--- config.mk ---
export PLATFORM = sky130hd
export DESIGN_NAME = tis_fetch_decode
export DESIGN_NICKNAME = d
export VERILOG_FILES = /design/src/rtl/tis_fetch_decode.sv
export SDC_FILE = /design/constraint.sdc
export NUM_CORES = 1
export LEC_CHECK = 0
export CAP_MARGIN = 5
export CORE_ASPECT_RATIO = 0.5
export CORE_MARGIN = 5
export CORE_UTILIZATION = 30
export CTS_CLUSTER_DIAMETER = 100
export DETAILED_ROUTE_END_ITERATION = 7
export PLACE_DENSITY = 0.51
export SETUP_SLACK_MARGIN = 0.15
export SYNTH_ARGS = -nofsm -noshare
export SYNTH_HDL_FRONTEND = slang
export SYNTH_SLANG_ARGS = --single-unit
--- constraint.sdc ---
create_clock -name clk -period 7.9 [get_ports clk]
set_input_delay 1.58 -clock clk [delete_from_list [all_inputs] [get_ports clk]]
set_output_delay 1.58 -clock clk [all_outputs]
set_load 0.03 [all_outputs]
--- src/rtl/tis_fetch_decode.sv ---
// rtl/tis_fetch_decode.sv - per-node program store, program counter and instruction field decode
module tis_fetch_decode #(
    parameter int DATA_WIDTH = 11,
    parameter int DEPTH      = 15,
    parameter int ADDR_WIDTH = 4,
    parameter int OP_WIDTH   = DATA_WIDTH + 11
) (
    input  logic                  clk,
    input  logic                  reset,
    input  logic                  prog_we,
    input  logic [ADDR_WIDTH-1:0] prog_addr,
    input  logic [OP_WIDTH-1:0]   prog_data,
    input  logic [ADDR_WIDTH:0]   prog_len,
    input  logic                  run,
    input  logic                  stall,
    input  logic [DATA_WIDTH-1:0] acc,
    output logic [ADDR_WIDTH-1:0] pc,
    output logic                  instr_valid,
    output logic                  retire,
    output logic [DATA_WIDTH-1:0] const_value,
    output logic [3:0]            pc_instr,
    output logic [1:0]            alu_instr,
    output logic [1:0]            registers_instr,
    output logic [1:0]            in_mux_sel,
    output logic                  out_mux_sel
);

    localparam int LW = ADDR_WIDTH + 1;
    localparam int SW = DATA_WIDTH + 1;

    typedef enum logic {
        IDLE = 1'b0,
        RUN  = 1'b1
    } state_t;

    state_t                state;
    logic [OP_WIDTH-1:0]   mem [0:DEPTH-1];
    logic [OP_WIDTH-1:0]   ir;

    // Raw fields of the instruction register, used for sequencing regardless of masking
    logic [3:0]            ir_op;
    logic [DATA_WIDTH-1:0] ir_const;
    logic [ADDR_WIDTH-1:0] tgt;

    assign ir_op    = ir[OP_WIDTH-1 -: 4];
    assign ir_const = ir[DATA_WIDTH-1:0];
    assign tgt      = ir_const[ADDR_WIDTH-1:0];

    // Effective program length saturates at the store depth
    logic [LW-1:0] eff_len;
    logic [LW-1:0] last_idx;
    logic [LW-1:0] pc_ext;

    assign eff_len  = (prog_len > LW'(DEPTH)) ? LW'(DEPTH) : prog_len;
    assign last_idx = eff_len - LW'(1);
    assign pc_ext   = {1'b0, pc};

    // Accumulator condition flags (acc is two's complement)
    logic acc_zero;
    logic acc_neg;
    logic acc_pos;

    assign acc_zero = (acc == '0);
    assign acc_neg  = acc[DATA_WIDTH-1];
    assign acc_pos  = ~acc_zero & ~acc_neg;

    // Sequential successor with wrap at the last program word
    logic [ADDR_WIDTH-1:0] seq_npc;
    assign seq_npc = (pc_ext >= last_idx) ? '0 : pc + ADDR_WIDTH'(1);

    // Absolute jump target clamped into the program
    logic [ADDR_WIDTH-1:0] abs_npc;
    assign abs_npc = ({1'b0, tgt} >= eff_len) ? last_idx[ADDR_WIDTH-1:0] : tgt;

    // Relative jump: signed sum one bit wider than the data, clamped to [0, L-1]
    logic signed [SW-1:0]  jro_sum;
    logic signed [SW-1:0]  jro_max;
    logic [ADDR_WIDTH-1:0] jro_npc;

    assign jro_sum = $signed({{(SW-ADDR_WIDTH){1'b0}}, pc})
                   + $signed({ir_const[DATA_WIDTH-1], ir_const});
    assign jro_max = $signed({{(SW-LW){1'b0}}, last_idx});

    // Clamp the relative target into the program range
    always_comb begin
        jro_npc = jro_sum[ADDR_WIDTH-1:0];
        if (jro_sum[SW-1]) begin
            jro_npc = '0;
        end else if (jro_sum > jro_max) begin
            jro_npc = last_idx[ADDR_WIDTH-1:0];
        end
    end

    // Select the next pc from the sequencing opcode
    logic [ADDR_WIDTH-1:0] npc;
    always_comb begin
        npc = seq_npc;
        case (ir_op)
            4'd1: npc = abs_npc;
            4'd2: if (acc_zero)  npc = abs_npc;
            4'd3: if (!acc_zero) npc = abs_npc;
            4'd4: if (acc_pos)   npc = abs_npc;
            4'd5: if (acc_neg)   npc = abs_npc;
            4'd6: npc = jro_npc;
            default: npc = seq_npc;
        endcase
        // A shortened program that leaves pc outside it restarts from the top
        if (pc_ext >= eff_len) begin
            npc = '0;
        end
    end

    // Program store: loaded only while idle, never cleared by reset
    always_ff @(posedge clk) begin
        if (state == IDLE && prog_we && ({1'b0, prog_addr} < LW'(DEPTH))) begin
            mem[prog_addr] <= prog_data;
        end
    end

    // Sequencer FSM: owns pc, instruction register and the valid flag
    always_ff @(posedge clk or posedge reset) begin
        if (reset) begin
            state       <= IDLE;
            pc          <= '0;
            ir          <= '0;
            instr_valid <= 1'b0;
        end else begin
            case (state)
                IDLE: begin
                    if (run && (eff_len != '0)) begin
                        state       <= RUN;
                        pc          <= '0;
                        ir          <= mem[0];
                        instr_valid <= 1'b1;
                    end
                end
                RUN: begin
                    if (!run) begin
                        state       <= IDLE;
                        pc          <= '0;
                        instr_valid <= 1'b0;
                    end else if (!stall) begin
                        pc <= npc;
                        ir <= mem[npc];
                    end
                end
                default: begin
                    state       <= IDLE;
                    pc          <= '0;
                    instr_valid <= 1'b0;
                end
            endcase
        end
    end

    // Decoded fields, forced to zero while no instruction is presented
    assign retire          = instr_valid & run & ~stall;
    assign pc_instr        = instr_valid ? ir[OP_WIDTH-1 -: 4]  : '0;
    assign alu_instr       = instr_valid ? ir[OP_WIDTH-5 -: 2]  : '0;
    assign registers_instr = instr_valid ? ir[OP_WIDTH-7 -: 2]  : '0;
    assign in_mux_sel      = instr_valid ? ir[OP_WIDTH-9 -: 2]  : '0;
    assign out_mux_sel     = instr_valid ? ir[OP_WIDTH-11]      : 1'b0;
    assign const_value     = instr_valid ? ir[DATA_WIDTH-1:0]   : '0;

endmodule

* Word-level counts from Yosys, hierarchy flattened
Memories as Yosys holds them, arrays and structs flattened. Index checks and enable logic that the tools add are counted.
Word-level totals: flip-flop bits (word level) 28, RAM bits 330, input bits 47, output and inout port bits 28, word-level logic and storage cells 73, memories 1
Cells by class: $add $sub $neg 3, magnitude comparators 6, equal/unequal tests 11, multiplexer cells 33, bitwise operators 7, reduce and logical (&&, ||, !) cells 8
Memories:
- mem | words 15, width 22, read ports 2, clocked after Yosys merged registers in 0, wr ports 1, RTL line 37 | logic [OP_WIDTH-1:0] mem [0:DEPTH-1];
Operator list (count):
- $mux 22 | 3
- $mux 4 | 13
- $pmux 22 s2 | 1
- $pmux 4 s6 | 1
- $ge 4x5->1 | 3
- $add 5x11->12 | 1
- $eq 4x3->1 const B | 3
- $gt 12x6->1 | 1
- $logic_not 11->1 | 1
- $mux 11 | 1
- $eq 4x2->1 const B | 2
- $pmux 4 s2 | 1
- $mux 1 | 7
- $mux 2 | 3
- $ne 2x2->1 const B | 3
- $gt 5x4->1 const B | 1
- $mux 5 | 1
- $reduce_bool 5->1 | 1
- $sub 5x1->5 const B | 1
- $add 4x1->4 const B | 1
- $eq 4x1->1 const B | 1
- $lt 4x4->1 const B | 1
- $not 1->1 | 4
- $pmux 1 s2 | 2
- 6 further kinds | 11

* Longest topological paths before layout
Gate-level depths: netlist (run 1). An unclocked memory read counts as a cell.
depth in word-level cells 12, gate-level depth with buffers 21, mapped depth without buffers 17

* Worst setup path after synthesis (run 1)
OpenSTA, ideal clock, no wires.
kind input port to flip-flop, from in prog_len[0], to reg ir[8], library setup time 136 ps, data arrival time 4957 ps, data required time 7764 ps, slack 2806 ps, stages on the path 19, path buffers 3, path through or2_2 -> inv_1 -> ha_1 -> xor2_1 -> ha_1 -> a21oi_1 -> o21ai_0 -> maj3_1 -> a211oi_2 -> nand2_1 -> o22ai_1 -> o2bb2ai_1 -> buf_6 -> buf_8 -> buf_12 -> mux2i_1 -> nor2_1 -> a2111oi_0 -> o31ai_1
On the way: longest elaborated chain between the ends 12, elaborated cells between the ends (all ways) 25, classes of those cells add/sub: 1; order compare: 5; eq/ne: 1; mux: 14; reduce/logical: 3; memory: 1
RTL lines:
- from (decl) | RTL line 13 | input logic [ADDR_WIDTH:0] prog_len,
- $gt 5x4->1 | RTL line 54 | assign eff_len = (prog_len > LW'(DEPTH)) ? LW'(DEPTH) : prog_len;
- $mux 5 (*) | RTL line 54
- $sub 5x1->5 | RTL line 55 | assign last_idx = eff_len - LW'(1);
- $gt 12x6->1 or $ge 4x5->1 (tied branches) | RTL line 89, 69
- $mux 4 (on tied branches) | RTL line 89, 69
- $mux 4 (on tied branches)
- $pmux 4 s6 | RTL line 98 | case (ir_op)
- $mux 4 | RTL line 108 | if (pc_ext >= eff_len) begin
- $mem_v2 15x22
- $mux 22 | RTL line 142 | end else if (!stall) begin
- $mux 22 | RTL line 138 | if (!run) begin
- $pmux 22 s2 | RTL line 128 | case (state)
- to (signal assigned) | RTL line 133 | ir <= mem[0];
- to (signal assigned) | RTL line 144 | ir <= mem[npc];
- to (decl) | RTL line 38 | logic [OP_WIDTH-1:0] ir;
Mark *: on every way between the ends. The rest lies on a longest branch, timed or not. The select of a mux whose other input is x is not followed. A chain may end at the register's enable or synchronous reset.

* Worst setup path in the final report (run 1)
from in prog_len[4], to reg ir[9]
Same word-level chain as after synthesis.

==> out/metrics.cfg, run 1 <==
[global_route]
antenna_found_initial=0
grt_max_degree=46
gr-total-overflow=0
track_usage_pct=14.5
grt_pass1_vias=9355
grt_pass1_wl_um=61800

[clocking]
cts_tree=yes
clock_latency_ps=540
cts_buffers=36
clockRootBuffer=clkbuf_16
cts_max_level=2
cts.sinks=358
post_cts_resized=0
clk_pin_slew_ps=60
post_cts_buffers=0
clock_path_buffers=3
cts_hold_repair.buffers=0

[timing]
clock.fmax_ghz=0.160
report.final.hold_viol_count=0
whs_ps=506
grt_setup_unrepaired=false
fin_crit_sh_pct=79.1
finalMaxSlewViolations=0
fin_tns_setup_ps=0
finalSetupViolCount=0
tightestPinTransition_ps=1080
min_period_ps=6250
relSlewSlack_pct=27.8
skew_ps=22.0

[critical_path]
crit_path_max_fanout=26
r2r-end=ir[9]$_DFFE_PP0P_
end_kind=register
r2r-start=pc[0]$_DFFE_PP0P_
worstPathArrival_ps=6630
rrSetupSlack_ps=2560
worst-setup-path-type=in -> reg
crit_required_ps=8280
worstRegToRegCells=18
cp-start-kind=input pin

[place]
io_buffers=74
place_inst=1760
place_hpwl_um=24800
gp_congestion=0.802

[layout]
syn_to_final_growth_pct=17.8
drive_gt1_share_pct=11.5
fillCellCount=4861
layout.nets=1178
post-route-util_pct=36.0
insertedDiodeCount=0
layoutNonFillerInstCount=1826

[yosys]
synthArstFlopShare_pct=7.82
synth_edf_count=330
ys_ff_latch=358
synth_compound_area_share_pct=7.63
synthTopCellsByArea=edfxtp_1 (64%), mux2i_1 (9.7%), dfrtp_1 (4.5%)
synthesis.nets=1081
synth_top_area_share_pct=64.0
ys_types=74
synth_mux_area_share_pct=11.8
syn_area_per_cell_um2=15.3
ys.flop_type=edfxtp_1
synth_fa_ha_area_share_pct=1.97
yosysWarnings=0
synth_area_um2=15500
synth_top_family_by_area=multiplexers
yosysSeqAreaShare_pct=68.5
synthSimpleGateAreaFrac_pct=7.09
yosysMostFrequentCell=edfxtp_1
synth_xor_area_share_pct=0.396
syn_inst=1011
netlist_top_cells_count=edfxtp_1 (330), mux2i_1 (150), nand2_1 (71), nor2_1 (57), o21ai_0 (34)
yosysTopAreaCell=edfxtp_1

[detailed_routing]
drtAntennaViolNets=0
vias_per_cell=5.05
vias=9222
drc=0
wl_per_cell_um=23.3
wirelength_um=42500
drtIter0Drc=637
drtPass1Iterations=5

[power_and_ir_drop]
leakage_nw=6.25
peakVddDrop_v=0.000284
power.density_nw_per_um2=387

[floorplan]
die-area_um2=56500
start_util_pct=30.6
die_h_um=171
ios=75
die_width_um=331
num_rows=58
core_um2=50700

[job]
maxCapViolations=0

[min_path]
hp-class=reg -> reg
hold_path_depth=2
holdPathEnd=ir[16]$_DFFE_PP0P_
min_from=ir[16]$_DFFE_PP0P_

[run_status]
outcome=finished, final reports clean

## registers in the layout, summed over array words and instances (netlist names)
signal	flops
instr_valid	1
mem	330
state	1
pc	4
ir	22
## kinds of logic after synthesis
family / count (synthesis)
flip-flops: 358
adder cells (fa/ha/maj): 24
multiplexers: 165
AO/OA/AOI/OAI: 169
buffers and inverters: 61
XOR/XNOR: 7
AND/OR/NAND/NOR: 227
## cell usage in the layout (no fill, tap or decap), drive strengths merged, types with 13 or more instances in the layout
cell type / n
ha: 22
o21ai: 35
a2111oi: 14
nor2: 58
inv: 19
clkbuf: 48
mux2i: 150
buf: 29
and2: 18
edfxtp: 330
nand3: 23
a31oi: 15
mux4: 13
nand2: 75
a21oi: 25
o22ai: 28
dfrtp: 28
clkdlybuf4s50: 74
## cell type report
class	count	area, um^2	area share (%)
clock buffer	48	976	5.35
multi-input combinational	592	4550	24.9
tap	690	863	4.73
inverter	17	63.8	0.350
clock inverter	18	218	1.19
sequential	358	10600	58.1
timing repair buffer	103	971	5.32
## critical path, stage by stage
cell	delay, ps
clkdlybuf4s50_1	500
or2_2	350
inv_1	170
ha_1	230
xor2_1	310
ha_1	310
a21oi_1	130
o21ai_0	110
maj3_1	360
a211oi_2	360
nand2_1	120
o22ai_1	290
o2bb2ai_4	350
buf_4	430
mux2i_1	210
o22ai_1	110
a2111oi_0	520
o32ai_1	170
## metal layers
metal  vias to the layer above  wire (um)  track usage, %
met1                      4761      18800            18.9
li1                       4144          -               -
met4                         0       1250            4.72
met3                        78       2000            2.45
met2                       239      20400            25.2
met5                         -          0               0
## metrics by stage
stage / instance area [um^2] / power, mW / setup WS, ps
6_report: 18200 / 7.07 / 1650
3_3_place_gp: 17100 / 5.35 / 1280
3_5_place_dp: 17100 / 5.38 / 1230
2_1_floorplan: 15500 / 4.70 / 2810
5_1_grt: 18200 / 7.43 / 1280
4_1_cts: 18200 / 7.13 / 1750
## worst max path at each step
| stage | startpoint | to | depth (start not counted) |
|---|---|---|---|
| detailed placement | prog_len[4] | ir[18]$_DFFE_PP0P_ | 18 |
| global placement | prog_len[4] | ir[9]$_DFFE_PP0P_ | 18 |
| global route | prog_len[4] | ir[9]$_DFFE_PP0P_ | 18 |
| CTS | prog_len[4] | ir[18]$_DFFE_PP0P_ | 18 |
| floorplan | prog_len[0] | ir[8]$_DFFE_PP0P_ | 19 |
| finish | prog_len[4] | ir[9]$_DFFE_PP0P_ | 18 |
## power breakdown
group	internal [mW]	total, mW	switching (mW)	leakage [nW]
Sequential	2.14	2.27	0.123	3.31
Combinational	1.23	3.05	1.82	2.35
Clock	1.01	1.75	0.736	0.585
Note: power is estimated with default switching activity, not from simulation.
==> run 2, diff against run 1 <==
Clock period 7.9 ns to 6.2 ns, I/O delays scaled along.
==> run 2 against run 1 <==
Die area stayed put; final area is 0.46% higher; sequential share of layout area is 0.27 points lower; critical path type unchanged; non-clock buffer count is 11 higher; register-to-register slack worse by 1300 ps; via count hardly changed; flip-flop and latch count stayed put.
==> out/metrics.cfg, run 2 (same netlist as run 1, synthesis figures left out) <==
[run_status]
outcome=finished, final reports clean

[layout]
post-route-util_pct=36.2
final_common_cell=edfxtp_1
syn_to_final_growth_pct=18.4
fillCellCount=4829
top_regs=mem: 330 flops, ir: 22 flops, pc: 4 flops
final_cell_mix=edfxtp_1 (330), mux2i_1 (150), clkdlybuf4s50_1 (74), nand2_1 (71), nor2_1 (46)
top_register=mem
layout.nets=1190
drive_gt1_share_pct=11.8
insertedDiodeCount=0
largest_register_ffs=330

[critical_path]
crit_slowest_cell=clkdlybuf4s50_1
path_depth=19
end_kind=register
worstPathArrival_ps=6010
max_stage_delay_ps=500
worstRegToRegCells=19
cp_cell_sequence=clkdlybuf4s50_1 > or2_2 > inv_1 > ha_1 > xor2_1 > ha_1 > a21oi_1 > o21ai_0 > maj3_1 > a211oi_2 > nand2_1 > o22ai_1 > o2bb2ai_4 > buf_12 > buf_12 > nor2_1 > a22oi_1 > a21oi_1 > a31oi_1
cp_num_buf_inv=4
cp-start-kind=input pin
crit_path_max_fanout=26
crit_required_ps=6610
path_delay_family=compound AO/OA/AOI/OAI gates
worst-setup-path-type=in -> reg

[clocking]
post_cts_resized=0
cts_tree=yes
cts_buffers=37
clock_path_buffers=3
cts.sinks=358
clockRootBuffer=clkbuf_16
post_cts_buffers=0
cts_max_level=2
clk_pin_slew_ps=60
cts_hold_repair.buffers=0
clock_latency_ps=540

[timing]
grt_setup_unrepaired=false
fin_tns_setup_ps=0
report.final.hold_viol_count=0
finalSetupViolCount=0
fin_crit_sh_pct=90.3
skew_ps=14.9
tightestPinTransition_ps=1200
min_period_ps=5600
clock.fmax_ghz=0.179
relSlewSlack_pct=19.7
finalMaxSlewViolations=0

[detailed_routing]
vias_per_cell=5.02
drtPass1Iterations=5
wirelength_um=42400
vias=9224
drtAntennaViolNets=0
drtIter0Drc=690
drc=0
wl_per_cell_um=23.0

[floorplan]
die-area_um2=56500
die_h_um=171
start_util_pct=30.6
die_width_um=331
core_um2=50700
ios=75
num_rows=58

[min_path]
hold_path_depth=2
hp-class=reg -> reg

[power_and_ir_drop]
power.density_nw_per_um2=493
leakage_nw=6.28
peakVddDrop_v=0.000370

[global_route]
grt_max_degree=40
antenna_found_initial=0
track_usage_pct=14.6
grt_pass1_wl_um=61800
gr-total-overflow=0
grt_pass1_vias=9443

[place]
io_buffers=74
place_hpwl_um=25400
gp_congestion=0.790

[job]
maxCapViolations=0

-- run 2: cell count changes in the layout (fill, tap and decap cells not counted), moves of 2 or more --
cell | previous run | this run
buf_4 | 28 | 34
clkbuf_1 | 9 | 12
bufinv_16 | 4 | 0
clkinv_2 | 5 | 1
buf_12 | 1 | 6
clkinv_1 | 5 | 10
clkbuf_16 | 36 | 38
-- run 2: worst paths after layout --
| check | start | end | slack (ps) |
|---|---|---|---|
| worst max-delay path | prog_len[4] | ir[3]$_DFFE_PP0P_ | 600 |
| worst min-delay path | ir[16]$_DFFE_PP0P_ | ir[16]$_DFFE_PP0P_ | 500 |
| worst max register to register | pc[0]$_DFFE_PP0P_ | ir[16]$_DFFE_PP0P_ | 1220 |
| worst min register to register | ir[16]$_DFFE_PP0P_ | ir[16]$_DFFE_PP0P_ | 500 |
| max in group asynchronous | reset | ir[15]$_DFFE_PP0P_ | 4610 |
| min in group asynchronous | reset | ir[14]$_DFFE_PP0P_ | 1170 |
-- run 2: through the flow --
step	hold slack (ps)	setup slack [ps]	area, um^2	instances	power, mW
after floorplan	440	1450	15500	1011	5.99
after global placement	498	234	17200	1771	6.99
after detailed placement	487	103	17200	1771	7.02
after CTS	498	682	18300	1839	9.12
after global routing	518	396	18300	1839	9.52
final	498	602	18300	1839	9.03
-- run 2: power by group --
part           switching (mW)  internal, mW
combinational            2.31          1.74
clock                   0.919          1.18
sequential              0.152          2.73
total                    3.38          5.65
-- run 2: area by class of cell --
class                   instances  area, um^2  area share (%)
clock buffers                  53        1040            5.66
multi-input cells             592        4550            24.8
repair buffers                114        1120            6.09
clock inverters                15        95.1           0.519
inverters                      17        63.8           0.348
well taps                     690         863            4.71
flip-flops and latches        358       10600            57.9
-- run 2: layer usage --
metal | vias up | global-route usage, % | wire length, um
met2 | 241 | 24.8 | 20100
met3 | 52 | 2.32 | 2130
met4 | 0 | 3.71 | 805
met5 | - | 0 | 0
li1 | 4168 | - | -
met1 | 4763 | 19.9 | 19300
-- run 2: tightest hold or removal path, cell delays in order, from the launching register on --
cell	delay [ps]
dfrtp_1	350
nand2_1	50
o31ai_1	60
